[config.mk]
export PLATFORM = sky130hd
export DESIGN_NAME = waveform_readout_ctrl
export DESIGN_NICKNAME = d
export VERILOG_FILES = /design/src/rtl/waveform_readout_ctrl.sv
export SDC_FILE = /design/constraint.sdc
export NUM_CORES = 1
export LEC_CHECK = 0
export ABC_AREA = 1
export BUFFER_PORTS_ARGS = -buffer_cell sky130_fd_sc_hd__buf_2
export CORE_MARGIN = 2
export CORE_UTILIZATION = 60
export DETAILED_ROUTE_END_ITERATION = 10
export PLACE_DENSITY = 0.85
export SETUP_SLACK_MARGIN = 0.1
export SYNTH_ARGS = -nofsm -noshare
export SYNTH_HDL_FRONTEND = slang
export SYNTH_SLANG_ARGS = --single-unit
[constraint.sdc]
create_clock -name clk -period 4.3 [get_ports clk]
set_input_delay 0.215 -clock clk [delete_from_list [all_inputs] [get_ports clk]]
set_output_delay 0.215 -clock clk [all_outputs]
set_load 0.05 [all_outputs]
[src/rtl/waveform_readout_ctrl.sv]
// Waveform readout controller: gates the trigger, waits for the capture window
// to close, then streams one checksummed frame per event to the UART.
module waveform_readout_ctrl #(
  parameter int         NSAMPLES = 32,
  parameter logic [7:0] SYNC0    = 8'hA5,
  parameter logic [7:0] SYNC1    = 8'h5A,
  parameter int         HOLDOFF  = 16
) (
  input  logic                        clk,
  input  logic                        rst_n,
  input  logic                        run_enable,
  input  logic                        trig_in,
  output logic                        trig_out,
  input  logic                        long_trigger,
  input  logic [31:0]                 pulse_height,
  output logic [$clog2(NSAMPLES)-1:0] wf_addr,
  input  logic [13:0]                 wf_data,
  output logic [7:0]                  tx_data,
  output logic                        tx_valid,
  input  logic                        tx_ready,
  output logic                        busy,
  output logic [7:0]                  event_count,
  output logic [15:0]                 drop_count,
  output logic [2:0]                  dbg_state
);

  localparam int              AW    = $clog2(NSAMPLES);
  localparam int              HW    = $clog2(HOLDOFF + 1);
  localparam logic [AW-1:0]   LAST  = AW'(NSAMPLES - 1);
  localparam logic [HW-1:0]   HLAST = HW'(HOLDOFF - 1);

  typedef enum logic [2:0] {
    ST_IDLE     = 3'd0,
    ST_CAPTURE  = 3'd1,
    ST_SEND_HDR = 3'd2,
    ST_SEND_PH  = 3'd3,
    ST_SEND_WF  = 3'd4,
    ST_SEND_CK  = 3'd5,
    ST_HOLDOFF  = 3'd6
  } state_t;

  state_t        state, state_next;
  logic          lt_prev, trig_prev;
  logic [31:0]   ph_reg;
  logic [7:0]    ck;
  logic [1:0]    idx;
  logic [AW-1:0] samp;
  logic          sub;
  logic [7:0]    wf_lo;
  logic [HW-1:0] hold_cnt;
  logic          lt_fall, drop_hit, xfer, ck_en;

  // Handshake: a byte moves when tx_valid & tx_ready; while stalled, tx_valid
  // stays high and tx_data is held because every source only advances on xfer.
  assign lt_fall   = lt_prev & ~long_trigger;
  assign drop_hit  = trig_in & ~trig_prev & ((state != ST_IDLE) | ~run_enable);
  assign xfer      = tx_valid & tx_ready;
  assign ck_en     = ((state == ST_SEND_HDR) && (idx == 2'd2)) ||
                     (state == ST_SEND_PH) || (state == ST_SEND_WF);
  assign trig_out  = trig_in & run_enable & (state == ST_IDLE);
  assign busy      = (state != ST_IDLE);
  assign dbg_state = state;

  always_ff @(posedge clk or negedge rst_n) begin
    if (!rst_n) state <= ST_IDLE;
    else        state <= state_next;
  end

  always_comb begin
    state_next = state;
    tx_valid   = 1'b0;
    tx_data    = 8'h00;
    case (state)
      ST_IDLE:    if (long_trigger) state_next = ST_CAPTURE;
      ST_CAPTURE: if (lt_fall) state_next = ST_SEND_HDR;
      ST_SEND_HDR: begin
        tx_valid = 1'b1;
        case (idx)
          2'd0:    tx_data = SYNC0;
          2'd1:    tx_data = SYNC1;
          default: tx_data = event_count;
        endcase
        if (tx_ready && idx == 2'd2) state_next = ST_SEND_PH;
      end
      ST_SEND_PH: begin
        tx_valid = 1'b1;
        case (idx)
          2'd0:    tx_data = ph_reg[31:24];
          2'd1:    tx_data = ph_reg[23:16];
          2'd2:    tx_data = ph_reg[15:8];
          default: tx_data = ph_reg[7:0];
        endcase
        if (tx_ready && idx == 2'd3) state_next = ST_SEND_WF;
      end
      ST_SEND_WF: begin
        tx_valid = 1'b1;
        tx_data  = sub ? wf_lo : {2'b00, wf_data[13:8]};
        if (tx_ready && sub && samp == LAST) state_next = ST_SEND_CK;
      end
      ST_SEND_CK: begin
        tx_valid = 1'b1;
        tx_data  = ck;
        if (tx_ready) state_next = ST_HOLDOFF;
      end
      ST_HOLDOFF: if (hold_cnt == HLAST) state_next = ST_IDLE;
      default:    state_next = ST_IDLE;
    endcase
  end

  always_ff @(posedge clk or negedge rst_n) begin
    if (!rst_n) begin
      lt_prev     <= 1'b0;
      trig_prev   <= 1'b0;
      ph_reg      <= '0;
      ck          <= '0;
      idx         <= '0;
      samp        <= '0;
      sub         <= 1'b0;
      wf_lo       <= '0;
      wf_addr     <= '0;
      hold_cnt    <= '0;
      event_count <= '0;
      drop_count  <= '0;
    end else begin
      lt_prev   <= long_trigger;
      trig_prev <= trig_in;
      if (drop_hit && drop_count != 16'hFFFF) drop_count <= drop_count + 16'd1;
      if (xfer && ck_en) ck <= ck + tx_data;
      case (state)
        ST_CAPTURE: if (lt_fall) begin
          ph_reg <= pulse_height;
          ck     <= '0;
          idx    <= '0;
          samp   <= '0;
          sub    <= 1'b0;
        end
        ST_SEND_HDR, ST_SEND_PH: if (xfer) begin
          idx <= (state == ST_SEND_HDR && idx == 2'd2) ? 2'd0 : idx + 2'd1;
        end
        ST_SEND_WF: if (xfer) begin
          // The low byte is parked in wf_lo so wf_addr can move to the next
          // sample while it waits, giving the RAM its read cycle.
          if (!sub) begin
            wf_lo <= wf_data[7:0];
            sub   <= 1'b1;
            if (samp != LAST) wf_addr <= samp + AW'(1);
          end else begin
            sub  <= 1'b0;
            samp <= samp + AW'(1);
          end
        end
        ST_SEND_CK: if (xfer) event_count <= event_count + 8'd1;
        ST_HOLDOFF: hold_cnt <= hold_cnt + HW'(1);
        default: ;
      endcase
      if (state_next == ST_IDLE) begin
        wf_addr  <= '0;
        hold_cnt <= '0;
      end
    end
  end

endmodule

======== Word-level counts from Yosys, hierarchy flattened ========
Index checks and enable logic that the tools add are counted.
cells by class
  equality and inequality tests ........... 18
  bitwise logic cells ..................... 11
  add/sub/neg operators ................... 6
  mux-type cells .......................... 35
  reduce and logical (&&, ||, !) cells .... 28
operator list
  operator                                                          number
  5-bit 2-to-1 mux                                                  10
  8-bit 2-to-1 mux                                                  4
  8-bit one-hot mux with 4 select lines                             1
  8-bit one-hot mux with 3 select lines                             1
  3-bit 2-to-1 mux                                                  7
  3-bit one-hot mux with 7 select lines                             1
  16-bit by 1-bit adder with 16-bit output (second input constant)  1
  16-bit != test (second input constant)                            1
  8-bit one-hot mux with 2 select lines                             1
  2-bit nonzero test                                                6
  5-bit by 1-bit adder with 5-bit output (second input constant)    2
  5-bit one-hot mux with 2 select lines                             1
  3-bit == test (second input constant)                             3
  3-bit AND reduction                                               3
  8-bit by 1-bit adder with 8-bit output (second input constant)    1
  8-bit adder                                                       1
  2-bit != test (second input constant)                             4
  4-bit AND reduction                                               2
  1-bit logical AND                                                 7
  1-bit AND                                                         6
  3-bit by 2-bit == test with 1-bit output (second input constant)  2
  3-bit zero test                                                   2
  2-bit 2-to-1 mux                                                  3
  5-bit by 4-bit == test with 1-bit output (second input constant)  1
  18 further kinds                                                  27
word-level totals
  flip-flop bits (word level) ............. 95
  logic and storage cells ................. 111

======== Depth between registers and ports, before layout ========
Gate-level depths: netlist of run 1.
  word-level depth ........................ 8
  mapped depth ............................ 19
  gate-level depth less buffers ........... 18

======== Worst setup path before layout of run 1 ========
No wires, ideal clock.
  kind .................................... register to register
  start point ............................. register idx[1]
  end point ............................... register ck[7]
  arrival ................................. 3323 ps
  slack ................................... 863 ps
  cell stages (with the launch flop) ...... 19
  path through ............................ dfrtp_1 buf_4 nor2_1 clkbuf_1 nand2_1 nand2_1 a221oi_1 o21ai_0 ha_1 nand2_1 inv_1 nand2_1 nand2_1 a21oi_1 nand3_1 nand3_1 nand2_1 inv_1 nor2_1
RTL lines
  what                                                                                            RTL line  source
  start: declaration                                                                              46        logic [1:0] idx;
  start signal: assignment                                                                        138       idx <= (state == ST_SEND_HDR && idx == 2'd2) ? 2'd0 : idx + 2'd1;
  2-bit == test, or another cell as far along                                                     87        case (idx)
  8-bit one-hot mux with 3 select lines or 8-bit one-hot mux with 2 select lines (tied branches)  87, 78
  8-bit one-hot mux with 4 select lines *                                                         73        case (state)
  net tx_data[6]                                                                                  18        output logic [7:0] tx_data,
  8-bit adder *                                                                                   128       if (xfer && ck_en) ck <= ck + tx_data;
  8-bit 2-to-1 mux *                                                                              128
  8-bit 2-to-1 mux                                                                                130       ST_CAPTURE: if (lt_fall) begin
  8-bit 2-to-1 mux *                                                                              129       case (state)
  end signal: assignment                                                                          128
  end: declaration                                                                                45        logic [7:0] ck;
The timed path passes the listed nets; every way through them passes the cells marked *.
A chain may end at the register's enable or synchronous reset.

======== Worst setup path in the final report of run 1 ========
  start point ............................. register idx[1]
  end point ............................... register ck[7]
between the ends
  cells in the longest elaborated chain, start to end .. 8
ends and longest elaborated chain
  what                                                                 RTL line
  parallel branches: the longest is 5 deep, another holds 8-bit adder  n/a
  8-bit 2-to-1 mux *                                                   128
  8-bit 2-to-1 mux                                                     130
  8-bit 2-to-1 mux *                                                   129
Mark *: on every way between the ends.

==> results of run 1 <==
-- placed cells by master, fill, tap and decap left out, types with 2 or more instances in the layout --
cell type      netlist  routed
nand2_1            254     254
dfrtp_1             95      95
buf_2                4      93
inv_1               47      47
nor2_1              45      45
nand3_1             23      23
o21ai_0             18      18
a21oi_1             16      16
xor2_1              16      16
xnor2_1             13      13
ha_1                13      13
o21ai_1             12      12
clkbuf_8             0      10
inv_2                9       9
a221oi_1             9       9
nand4_1              8       8
nand3_2              7       7
nor2_2               5       5
nor3_1               5       5
o211ai_1             4       4
inv_6                0       4
nand2_4              3       3
dlygate4sd3_1        0       3
buf_4                2       3
nor2_8               2       2
a21oi_4              2       2
a211oi_2             2       2
and3_1               2       2
nand2_2              2       2
-- power breakdown --
group          internal [uW]  switching (uW)
combinational            490            1210
sequential              1160             256
clock                    293             334
total                   1950            1800
-- cell usage after synthesis, types with 2 or more instances --
| library cell | number | area share, % |
|---|---|---|
| nand4_1 | 8 | 0.97 |
| xor2_1 | 16 | 2.7 |
| clkbuf_1 | 4 | 0.29 |
| nor3_1 | 5 | 0.49 |
| nand2_2 | 2 | 0.24 |
| inv_2 | 9 | 0.66 |
| buf_6 | 3 | 0.66 |
| dfrtp_1 | 95 | 46 |
| and3_1 | 2 | 0.24 |
| a211oi_2 | 2 | 0.49 |
| o21ai_0 | 18 | 1.8 |
| nand2_1 | 254 | 19 |
| a21oi_1 | 16 | 1.6 |
| o211ai_1 | 4 | 0.58 |
| nor2_8 | 2 | 0.78 |
| o21ai_1 | 12 | 1.2 |
| a221oi_1 | 9 | 1.5 |
| nand3_2 | 7 | 1.4 |
| nor2_1 | 45 | 3.3 |
| buf_2 | 4 | 0.39 |
| xnor2_1 | 13 | 2.2 |
| ha_1 | 13 | 3.2 |
| nor2_2 | 5 | 0.61 |
| nand2_4 | 3 | 0.66 |
| a21oi_4 | 2 | 0.63 |
| nand3_1 | 23 | 2.2 |
| buf_4 | 2 | 0.29 |
| inv_1 | 47 | 3.4 |
-- worst reg2reg max path: cells and delay by family, from the launching register on --
| kind | cells | cell delay [ns] |
|---|---|---|
| AND/OR/NAND/NOR | 10 | 1.46 |
| AO/OA/AOI/OAI | 4 | 0.63 |
| flip-flops | 1 | 0.50 |
| adder cells (fa/ha/maj) | 1 | 0.37 |
| buffers and inverters | 1 | 0.04 |
-- final timing paths --
check,startpoint,endpoint,slack [ns],cells after the start
min reg2reg,wf_lo[2],wf_lo[2],0.48,2
min,pulse_height[28],ph_reg[28],0.03,3
min in group asynchronous,rst_n,ck[6],0.39,2
max reg2reg,idx[1],ck[7],1.21,16
max in group asynchronous,rst_n,wf_lo[3],2.89,3
max,idx[1],ck[7],1.21,16
-- through the flow --
step	utilization, %	instance area (um^2)	hold WS [ns]	total power, uW
5_1_grt	71.7	5920	0.0318	3990
2_1_floorplan	-	5150	-0.0806	2670
6_report	71.7	5920	0.0349	3740
3_5_place_dp	68.8	5680	0.263	3090
3_3_place_gp	68.8	5680	0.258	3040
4_1_cts	71.7	5920	0.0266	3730
-- routing by layer --
| layer | vias up | wire length (um) | global-route usage (%) |
|---|---|---|---|
| li1 | 2246 | - | - |
| met3 | 31 | 860 | 5.49 |
| met4 | 0 | 242 | 8.67 |
| met5 | - | 0 | 0 |
| met2 | 192 | 6120 | 46.6 |
| met1 | 2192 | 5500 | 37.4 |
-- final cells by class --
class                      count  share of cell area [%]
timing repair buffer          99                    8.75
sequential                    95                    40.1
clock buffer                  10                    2.32
tap                          105                    2.22
inverter                      58                    3.74
multi-input combinational    476                    41.6
clock inverter                 6                    1.23
-- kinds of logic after synthesis --
kind of cell,count (synthesis)
AOI/OAI and AO/OA,69
DFF,95
buffers and inverters,71
and+or+nand+nor,363
adders and majority gates,14
xor gates and xnor gates,29
muxes,1
-- repair_timing --
item,4_1_cts,5_1_grt
setup endpoints to repair,0,0
hold endpoints to repair,48,0
hold buffers,3,0
==> impl_metrics.csv, run 1 <==
group,metric,value,unit
cells_and_area,seqCellArea,2380,um^2
synthesis,yosys.area_share.simple,30.6,%
cells_and_area,fillCellCount,666,
global_routing,grt_max_degree,50,
critical_path,crit_slowest_cell,"nor2_1",
synthesis,syn_nets,708,
clock_tree,cts.sinks,95,
critical_path,critPathLaunchType,"flip-flop",
synthesis,seq_area_frac_synth,46.2,%
timing,slew_headroom,53.5,%
global_routing,grt_use_total,28.0,%
clock_tree,cts_root_buf,"clkbuf_8",
timing,hold_viol,0,
clock_tree,numCtsBuffers,9,
min_path,hold_class,"input pin to flip-flop",
critical_path,cp.buffers_inverters,1,
floorplanning,start_util,62.3,%
synthesis,synth_compound_area_share,8.58,%
synthesis,synth_top_family_by_area,"simple AND/OR/NAND/NOR gates",
cells_and_area,n_antenna_cell,0,
synthesis,synth.distinct_cells,45,
synthesis,ys_warn_count,0,
critical_path,path_common_cell,"nand2_1",
route,dr.pass1.iters,5,
route,vias,4661,
timing,slew_viol_final,0,
critical_path,path_cells,"nor2_1 > nor2_1 > o21ai_0 > nand2_1 > a211oi_1 > o21ai_0 > ha_1 > nand2_1 > inv_1 > nand2_1 > nand2_1 > a21oi_1 > nand3_1 > nand4_1 > nand2_1 > nor2_1",
timing,setup_ws,1.21,ns
global_routing,grt.overflow.total,0,
cells_and_area,fin_nets,805,
timing,clock-skew-final,0.00795,ns
clock_tree,cts_tree,"yes",
placed_design,gp_congestion,0.943,
pwr,powerDensity,632,nW/um^2
global_routing,grt_pass1_vias,4609,
critical_path,cp.arrival,3.38,ns
placed_design,post-dp-hpwl,9440,um
cells_and_area,drive_gt1_share,20.3,%
synthesis,avgSynthCellArea,8.02,um^2
clock_tree,clock_tree.buffer_depth,2,
pwr,irDropWorstVdd,0.279,mV
floorplanning,pin_count,95,
timing,rsz0062_at_grt,"no",
floorplanning,core,8260,um^2
synthesis,ys_ff_latch,95,
synthesis,synth_fa_ha_area_share,3.55,%
route,routed_wl,12700,um
synthesis,synth_xor_area_share,4.94,%
cells_and_area,area_growth,15.1,%
route,antenna_left,0,
synthesis,async_flop_share,100,%
critical_path,worstSetupPathType,"flip-flop to flip-flop",
floorplanning,die_width,96.6,um
flow_run,max_cap_violations,0,
route,drt-initial-drc-count,238,
timing,finalSetupViolations,0,
cells_and_area,largest_reg_flops,32,
synthesis,synth_edf_count,0,
critical_path,cp_max_fo,11,
critical_path,cp-end-kind,"flip-flop",
global_routing,grt_pass1_wl,21500,um
clock_tree,postCtsSetupBuffers,0,
synthesis,ys.flop_type,"dfrtp_1",
critical_path,cp_top_family,"simple AND/OR/NAND/NOR gates",
route,routed_via_density,5.49,
timing,worst_slew_pin_slew,0.694,ns
pwr,leakage,0.00326,uW
synthesis,synth_area,5150,um^2
floorplanning,die_y,96.6,um
route,wire_per_inst,15.0,um
global_routing,antenna_found_initial,0,
timing,period_share,71.9,%
placed_design,placed_cells,830,
synthesis,synth.area.mux_share,0.219,%
timing,setup-tns-final,0,ns
synthesis,synthCells,642,
floorplanning,row_count,33,
timing,fmax,323,MHz
clock_tree,post_cts_resized,0,
timing,period_minus_slack,3.09,ns
floorplanning,dieArea,9330,um^2
clock_tree,clk_latency,0.37,ns
placed_design,pre_cts_slack,1.33,ns
critical_path,cpPeakStageDelay,0.59,ns
clock_tree,clk_pin_slew,0.10,ns
route,drc_errors,0,
run_status,outcome,"completed",
cells_and_area,finalNonFillerCells,849,
clock_tree,cts.htree.levels,3,
placed_design,portBuffers,94,
cells_and_area,multi_input_area,2460,um^2
critical_path,cp_data_required_time,4.59,ns
(Power assumes the default switching activity.)
==> run 2: changes to the inputs <==
--- a/config.mk
+++ b/config.mk
@@ -8,9 +8,9 @@
 export ABC_AREA = 1
 export BUFFER_PORTS_ARGS = -buffer_cell sky130_fd_sc_hd__buf_2
 export CORE_MARGIN = 2
-export CORE_UTILIZATION = 60
+export CORE_UTILIZATION = 51
 export DETAILED_ROUTE_END_ITERATION = 10
-export PLACE_DENSITY = 0.85
+export PLACE_DENSITY = 0.77
 export SETUP_SLACK_MARGIN = 0.1
 export SYNTH_ARGS = -nofsm -noshare
 export SYNTH_HDL_FRONTEND = slang
==> constraint.sdc (replaced) <==
create_clock -name clk -period 2.73 [get_ports clk]
set_input_delay 0.1365 -clock clk [delete_from_list [all_inputs] [get_ports clk]]
set_output_delay 0.1365 -clock clk [all_outputs]
set_load 0.05 [all_outputs]
==> run 2 against run 1 <==
Against the previous run: global-route usage down 2.4 points; sequential share of layout area is 5.0 points lower; fmax grew 23%; largest power group unchanged; design area rose by 15%; clock power rose by 59%; routed wire length increased by 10%; first-iteration DRC count rose by 40%; sequential power is 59% higher.
==> impl_metrics.csv, run 2 (same netlist as run 1, synthesis figures left out) <==
group,metric,value,unit
cells_and_area,final_cell_mix,"nand2_1 (251), buf_2 (93), dfrtp_1 (91)",
timing,slew_viol_final,0,
route,dr.pass1.iters,6,
timing,finalHoldWorstSlack,0.172,ns
global_routing,grt_max_degree,50,
cells_and_area,final_cell_area,6780,um^2
cells_and_area,finalNonFillerCells,945,
route,antenna_left,0,
run_status,outcome,"completed",
timing,rsz0062_at_grt,"yes",
timing,period_minus_slack,2.52,ns
min_path,min-delay-start,"tx_ready",
timing,period_share,92.2,%
cells_and_area,fillCellCount,780,
floorplanning,die_y,104,um
critical_path,cp.arrival,2.81,ns
critical_path,timing.rr.start,"idx[1]",
pwr,irDropWorstVdd,0.760,mV
pwr,pwr-share-clk,15.5,%
pwr,powerDensity,956,nW/um^2
cells_and_area,final_common_cell,"nand2_1",
global_routing,grt.overflow.total,0,
placed_design,placed_cells,863,
critical_path,cp_max_fo,8,
cells_and_area,largest_reg_flops,32,
clock_tree,clock_tree.buffer_depth,2,
critical_path,reg2regPathDepth,16,
placed_design,post-dp-hpwl,9430,um
route,wire_per_inst,14.9,um
clock_tree,cts_root_buf,"clkbuf_8",
floorplanning,core,9770,um^2
critical_path,crit_slowest_cell,"dfrtp_2",
pwr,sw_frac_of_total,47.0,%
clock_tree,clk_pin_slew,0.09,ns
pwr,power_frac_comb,49.6,%
placed_design,gp_congestion,0.889,
pwr,p_sw,3050,uW
critical_path,path_cells,"buf_6 > nor2_4 > nand2_2 > nand3_2 > a21oi_2 > o211ai_1 > ha_2 > fa_2 > nand3_2 > nand2_2 > nand2_1 > nand2_1 > nand2_1 > nand2_1 > nand2_1 > a31oi_1",
route,routed_via_density,5.25,
timing,finalSetupViolations,0,
floorplanning,die_width,104,um
placed_design,portBuffers,94,
clock_tree,numCtsBuffers,9,
timing,fmax,397,MHz
min_path,whs_endpoint,"event_count[2]",
cells_and_area,fin_nets,873,
timing,clock-skew-final,0.00919,ns
timing,slew_headroom,58.8,%
critical_path,cp_data_required_time,3.03,ns
floorplanning,row_count,36,
min_path,hold_class,"input pin to flip-flop",
critical_path,cp_top_family,"simple AND/OR/NAND/NOR gates",
timing,setup-tns-final,0,ns
critical_path,r2r_slack,0.21,ns
cells_and_area,drive_gt1_share,25.9,%
route,routed_wl,14100,um
pwr,finalPower,6490,uW
critical_path,worstSetupPathType,"flip-flop to flip-flop",
critical_path,cp.buffers_inverters,1,
critical_path,path_common_cell,"nand2_1",
global_routing,antenna_found_initial,0,
route,drc_errors,0,
timing,hold_viol,0,
cells_and_area,area_growth,31.8,%
route,drt-initial-drc-count,334,
critical_path,cp-end-kind,"flip-flop",
global_routing,grt_pass1_wl,22400,um
route,vias,4958,
global_routing,grt_pass1_vias,4681,
flow_run,max_cap_violations,0,
placed_design,postPlaceCellArea,5810,um^2
floorplanning,dieArea,10900,um^2
cells_and_area,n_antenna_cell,0,
global_routing,grt_use_total,25.6,%
floorplanning,start_util,52.6,%
pwr,internal-power,3440,uW
clock_tree,cts.htree.levels,3,
floorplanning,pin_count,95,
min_path,min_path_cells,3,
critical_path,reg2reg_to,"ck[6]",
clock_tree,cts_tree,"yes",
clock_tree,clk_latency,0.38,ns
timing,worst_slew_pin_slew,0.618,ns
clock_tree,cts.sinks,95,
critical_path,critPathLaunchType,"flip-flop",
pwr,seqPwrFrac,34.9,%
critical_path,cpPeakStageDelay,0.49,ns
pwr,leakage,0.00359,uW
run 2: cell types whose count changed in the layout (fill, tap and decap cells not counted), moves of 4 or more:
| cell | delta |
|---|---|
| buf_4 | +22 |
| dfrtp_2 | +4 |
| nor2_4 | +4 |
| dfrtp_1 | -4 |
| dlygate4sd3_1 | +40 |
| a221oi_2 | +5 |
| a221oi_1 | -6 |
| a21oi_1 | -4 |
run 2: worst register-to-register path, cell delays in order, from the launching register on:
cell and delay, ns:
dfrtp_2 0.49, buf_6 0.16, nor2_4 0.25, nand2_2 0.09, nand3_2 0.07, a21oi_2 0.04, o211ai_1 0.24, ha_2 0.27
fa_2 0.22, nand3_2 0.08, nand2_2 0.07, nand2_1 0.05, nand2_1 0.07, nand2_1 0.07, nand2_1 0.06, nand2_1 0.05
a31oi_1 0.16
run 2: repair_timing:
| item | in CTS | in global routing |
|---|---|---|
| hold endpoints to repair | 90 | 0 |
| setup endpoints to repair | 2 | 3 |
| hold buffers | 43 | 0 |
| pin swaps | 0 | 20 |
| buffers inserted | 0 | 22 |
| resized for setup | 2 | 30 |
| gates cloned | 0 | 1 |
run 2: routing by layer:
layer	wire length [um]	global-route usage, %	vias to the layer above
li1	-	-	2401
met1	5830	33.5	2317
met2	6920	42.0	201
met3	873	4.07	39
met4	432	11.6	0
met5	0	0	-
run 2: layout make-up:
cell class / count / area (um^2) / share of cell area [%]
clock buffers: 11 / 151 / 2.23
clock inverters: 5 / 65.1 / 0.959
inverters: 58 / 226 / 3.34
multi-input cells: 477 / 2650 / 39.0
flip-flops and latches: 95 / 2380 / 35.1
well taps: 133 / 166 / 2.45
repair buffers: 166 / 1140 / 16.8
run 2: through the flow:
stage | setup WS (ns) | util, %
floorplan | -0.209 | -
global placement | 0.207 | 59.5
detailed placement | 0.0930 | 59.5
CTS | 0.142 | 66.1
global route | 0.0314 | 69.4
finish | 0.214 | 69.4
run 2: power groups by stage:
stage	combinational, uW	clock (uW)	sequential (uW)
6_report	3220	1000	2260
5_1_grt	3490	1090	2310
4_1_cts	2780	1020	2230
3_5_place_dp	2720	0	2250
3_3_place_gp	2670	0	2250
2_1_floorplan	1850	0	2430
run 2: how the worst max path moves through the flow:
stage / start / endpoint / slack [ns] / cells past startpoint
final: idx[1] / ck[6] / 0.21 / 16
after global routing: idx[1] / ck[7] / 0.03 / 17
after CTS: dbg_state[1] / ck[7] / 0.14 / 17
after detailed placement: idx[1] / ck[6] / 0.09 / 16
after global placement: idx[1] / ck[7] / 0.21 / 14
after floorplan: dbg_state[1] / ck[7] / -0.21 / 16
==> run 3: changes to the inputs <==
--- a/config.mk
+++ b/config.mk
@@ -5,12 +5,12 @@
 export SDC_FILE = /design/constraint.sdc
 export NUM_CORES = 1
 export LEC_CHECK = 0
-export ABC_AREA = 1
 export BUFFER_PORTS_ARGS = -buffer_cell sky130_fd_sc_hd__buf_2
 export CORE_MARGIN = 2
-export CORE_UTILIZATION = 51
+export CORE_UTILIZATION = 50
 export DETAILED_ROUTE_END_ITERATION = 10
-export PLACE_DENSITY = 0.77
+export PLACE_DENSITY = 0.76
+export RECOVER_POWER = 25
 export SETUP_SLACK_MARGIN = 0.1
 export SYNTH_ARGS = -nofsm -noshare
 export SYNTH_HDL_FRONTEND = slang
==> run 3 against run 2 <==
Against the previous run: sequential cell count unchanged; via count down 15%; die area down 2.3%; highest routed layer unchanged; synthesized cell count down 21%; fmax down 4.6%; largest cell class unchanged; the run now ends with capacitance limit, slew limit left; power up 5.2%; worst hold slack worse by 0.0065 ns; routed wire length down 13%; largest power group unchanged; clock skew down 0.0024 ns; final cell count down 17%; clock power up 10%; combinational power up 6%.
==> impl_metrics.csv, run 3 <==
group,metric,value,unit
global_routing,antenna_found_initial,0,
cells_and_area,multi_input_area,2700,um^2
clock_tree,cts.htree.levels,3,
synthesis,seq_area_frac_synth,48.3,%
floorplanning,pin_count,95,
synthesis,synth_top_area_share,48.3,%
route,routed_wl,12200,um
route,antenna_left,0,
critical_path,startpoint,"idx[0]",
cells_and_area,seqCellArea,2380,um^2
timing,period_minus_slack,2.64,ns
synthesis,synth_area,4930,um^2
synthesis,ys.flop_type,"dfrtp_1",
cells_and_area,fillCellCount,740,
route,routed_via_density,5.37,
synthesis,synth_edf_count,0,
floorplanning,row_count,36,
floorplanning,dieArea,10700,um^2
min_path,hold_class,"input pin to flip-flop",
clock_tree,numCtsBuffers,9,
floorplanning,start_util,50.9,%
clock_tree,cts_root_buf,"clkbuf_8",
clock_tree,cts_tree,"yes",
synthesis,async_flop_share,100,%
synthesis,netlist_top_cells_count,"nand2_1 (119), dfrtp_1 (95), nor2_1 (41), a21oi_1 (33), xnor2_1 (20)",
synthesis,avgSynthCellArea,9.74,um^2
placed_design,portBuffers,94,
synthesis,synth.distinct_cells,50,
critical_path,timing.rr.start,"idx[0]",
placed_design,placed_cells,726,
timing,hold_viol,0,
route,drc_errors,0,
critical_path,r2r_slack,0.09,ns
pwr,leakage,0.00318,uW
cells_and_area,finalNonFillerCells,789,
run_status,outcome,"complete, but fails checks",
global_routing,grt_pass1_vias,4122,
critical_path,path_common_cell,"nand2_1",
global_routing,grt_use_total,24.0,%
synthesis,ys_ff_latch,95,
synthesis,yosysMostFrequentCell,"nand2_1",
synthesis,ys_warn_count,0,
pwr,irDropWorstVdd,0.456,mV
cells_and_area,fin_util,68.2,%
critical_path,worstSetupPathType,"flip-flop to flip-flop",
clock_tree,clk_pin_slew,0.09,ns
pwr,finalPower,6820,uW
floorplanning,core,9680,um^2
timing,finalSetupViolations,0,
route,wire_per_inst,15.5,um
placed_design,post-dp-hpwl,8450,um
clock_tree,clock_tree.buffer_depth,2,
synthesis,syn_nets,572,
critical_path,critPathLaunchType,"flip-flop",
pwr,powerDensity,1030,nW/um^2
cells_and_area,drive_gt1_share,29.3,%
cells_and_area,final_cell_mix,"nand2_1 (119), dfrtp_1 (91), buf_2 (91)",
cells_and_area,final_common_cell,"nand2_1",
timing,slew_headroom,-30.4,%
route,drt-initial-drc-count,156,
placed_design,gp_congestion,0.916,
critical_path,path_cells,"buf_12 > buf_4 > mux4_2 > a21oi_4 > o22ai_4 > ha_4 > nand2_1 > o21ai_1 > nand2_1 > xor2_1 > or3_1 > a21oi_1",
timing,fmax,379,MHz
critical_path,cp.arrival,2.94,ns
run_status,violations,"capacitance limit, slew limit",
timing,slew_viol_final,36,
critical_path,cp_data_required_time,3.04,ns
timing,worst_slew_pin_slew,1.96,ns
route,dr.pass1.iters,5,
critical_path,cp-end-kind,"flip-flop",
timing,rsz0062_at_grt,"yes",
synthesis,netlist.top_cell.by_area,"dfrtp_1",
synthesis,synthCells,506,
min_path,min-delay-start,"tx_ready",
cells_and_area,n_antenna_cell,0,
cells_and_area,area_growth,34.0,%
critical_path,crit_slowest_cell,"mux4_2",
cells_and_area,largest_reg_flops,32,
critical_path,cp_max_fo,8,
route,vias,4236,
global_routing,grt_max_degree,62,
timing,clock-skew-final,0.00676,ns
critical_path,cpPeakStageDelay,0.52,ns
floorplanning,die_y,103,um
clock_tree,cts.sinks,95,
synthesis,synth_area_leaders,"dfrtp_1 (48%), nand2_1 (9.1%), mux4_2 (3.7%)",
timing,finalHoldWorstSlack,0.165,ns
global_routing,grt_pass1_wl,19500,um
timing,setup-tns-final,0,ns
global_routing,grt.overflow.total,0,
floorplanning,die_width,103,um
timing,period_share,96.6,%
flow_run,max_cap_violations,1,
cells_and_area,fin_nets,718,
clock_tree,clk_latency,0.37,ns
run 3: worst paths after layout:
| path | to | cells past startpoint |
|---|---|---|
| worst min-delay path | dbg_state[2] | 3 |
| worst min register to register | ph_reg[25] | 2 |
| worst max register to register | ck[7] | 12 |
| worst max-delay path | ck[7] | 12 |
| max in group asynchronous | dbg_state[1] | 3 |
| min in group asynchronous | wf_addr[0] | 2 |
run 3: logic make-up (layout without fill, tap and decap cells):
family	after synthesis	in the layout	share of synthesized area, %
XOR/XNOR	32	32	5.69
AO/OA/AOI/OAI	79	79	10.0
buffers and inverters	32	182	2.64
AND/OR/NAND/NOR	220	220	20.5
adder cells (fa/ha/maj)	14	14	3.71
flip-flops	95	95	48.3
multiplexers	34	34	9.22
run 3: report_power, final:
group	internal, uW	switching (uW)	total (uW)
sequential	1850	464	2320
combinational	1350	2050	3400
clock	604	501	1100
run 3: per-stage QoR:
stage | setup slack (ns) | instance area (um^2)
final | 0.0930 | 6600
after global routing | -0.0404 | 6600
after CTS | 0.0444 | 6550
after detailed placement | 0.0147 | 5840
after global placement | 0.146 | 5840
after floorplan | 0.00258 | 5190
run 3: area by class of cell:
type | count | area share, %
timing repair buffer | 159 | 16.5
inverter | 8 | 0.455
clock inverter | 6 | 1.65
multi-input combinational | 379 | 40.9
clock buffer | 9 | 1.88
sequential | 95 | 36.1
tap | 133 | 2.52
run 3: routing by layer:
| layer | wire [um] | vias up | global-route usage, % | share of wire [%] |
|---|---|---|---|---|
| met2 | 5870 | 131 | 38.9 | 48 |
| li1 | - | 2028 | - | - |
| met5 | 0 | - | 0 | 0 |
| met4 | 282 | 0 | 10.7 | 2.3 |
| met3 | 603 | 23 | 3.70 | 4.9 |
| met1 | 5460 | 2054 | 32.4 | 45 |
run 3: critical path, delay by kind of cell (launching register included):
family,cells,cell delay (ns)
mux,1,0.52
fa+ha+maj,1,0.30
compound gates,4,0.51
flops,1,0.41
simple gates,3,0.42
buf+inv,2,0.25
xor+xnor,1,0.15
run 3: timing repair:
item                                    CTS  global route
hold endpoints to repair                 76             0
hold buffers                             43             0
endpoints found under the setup margin    3             3
gates resized for setup                   9             6
setup buffers                             3             2
pin swaps                                 5             7
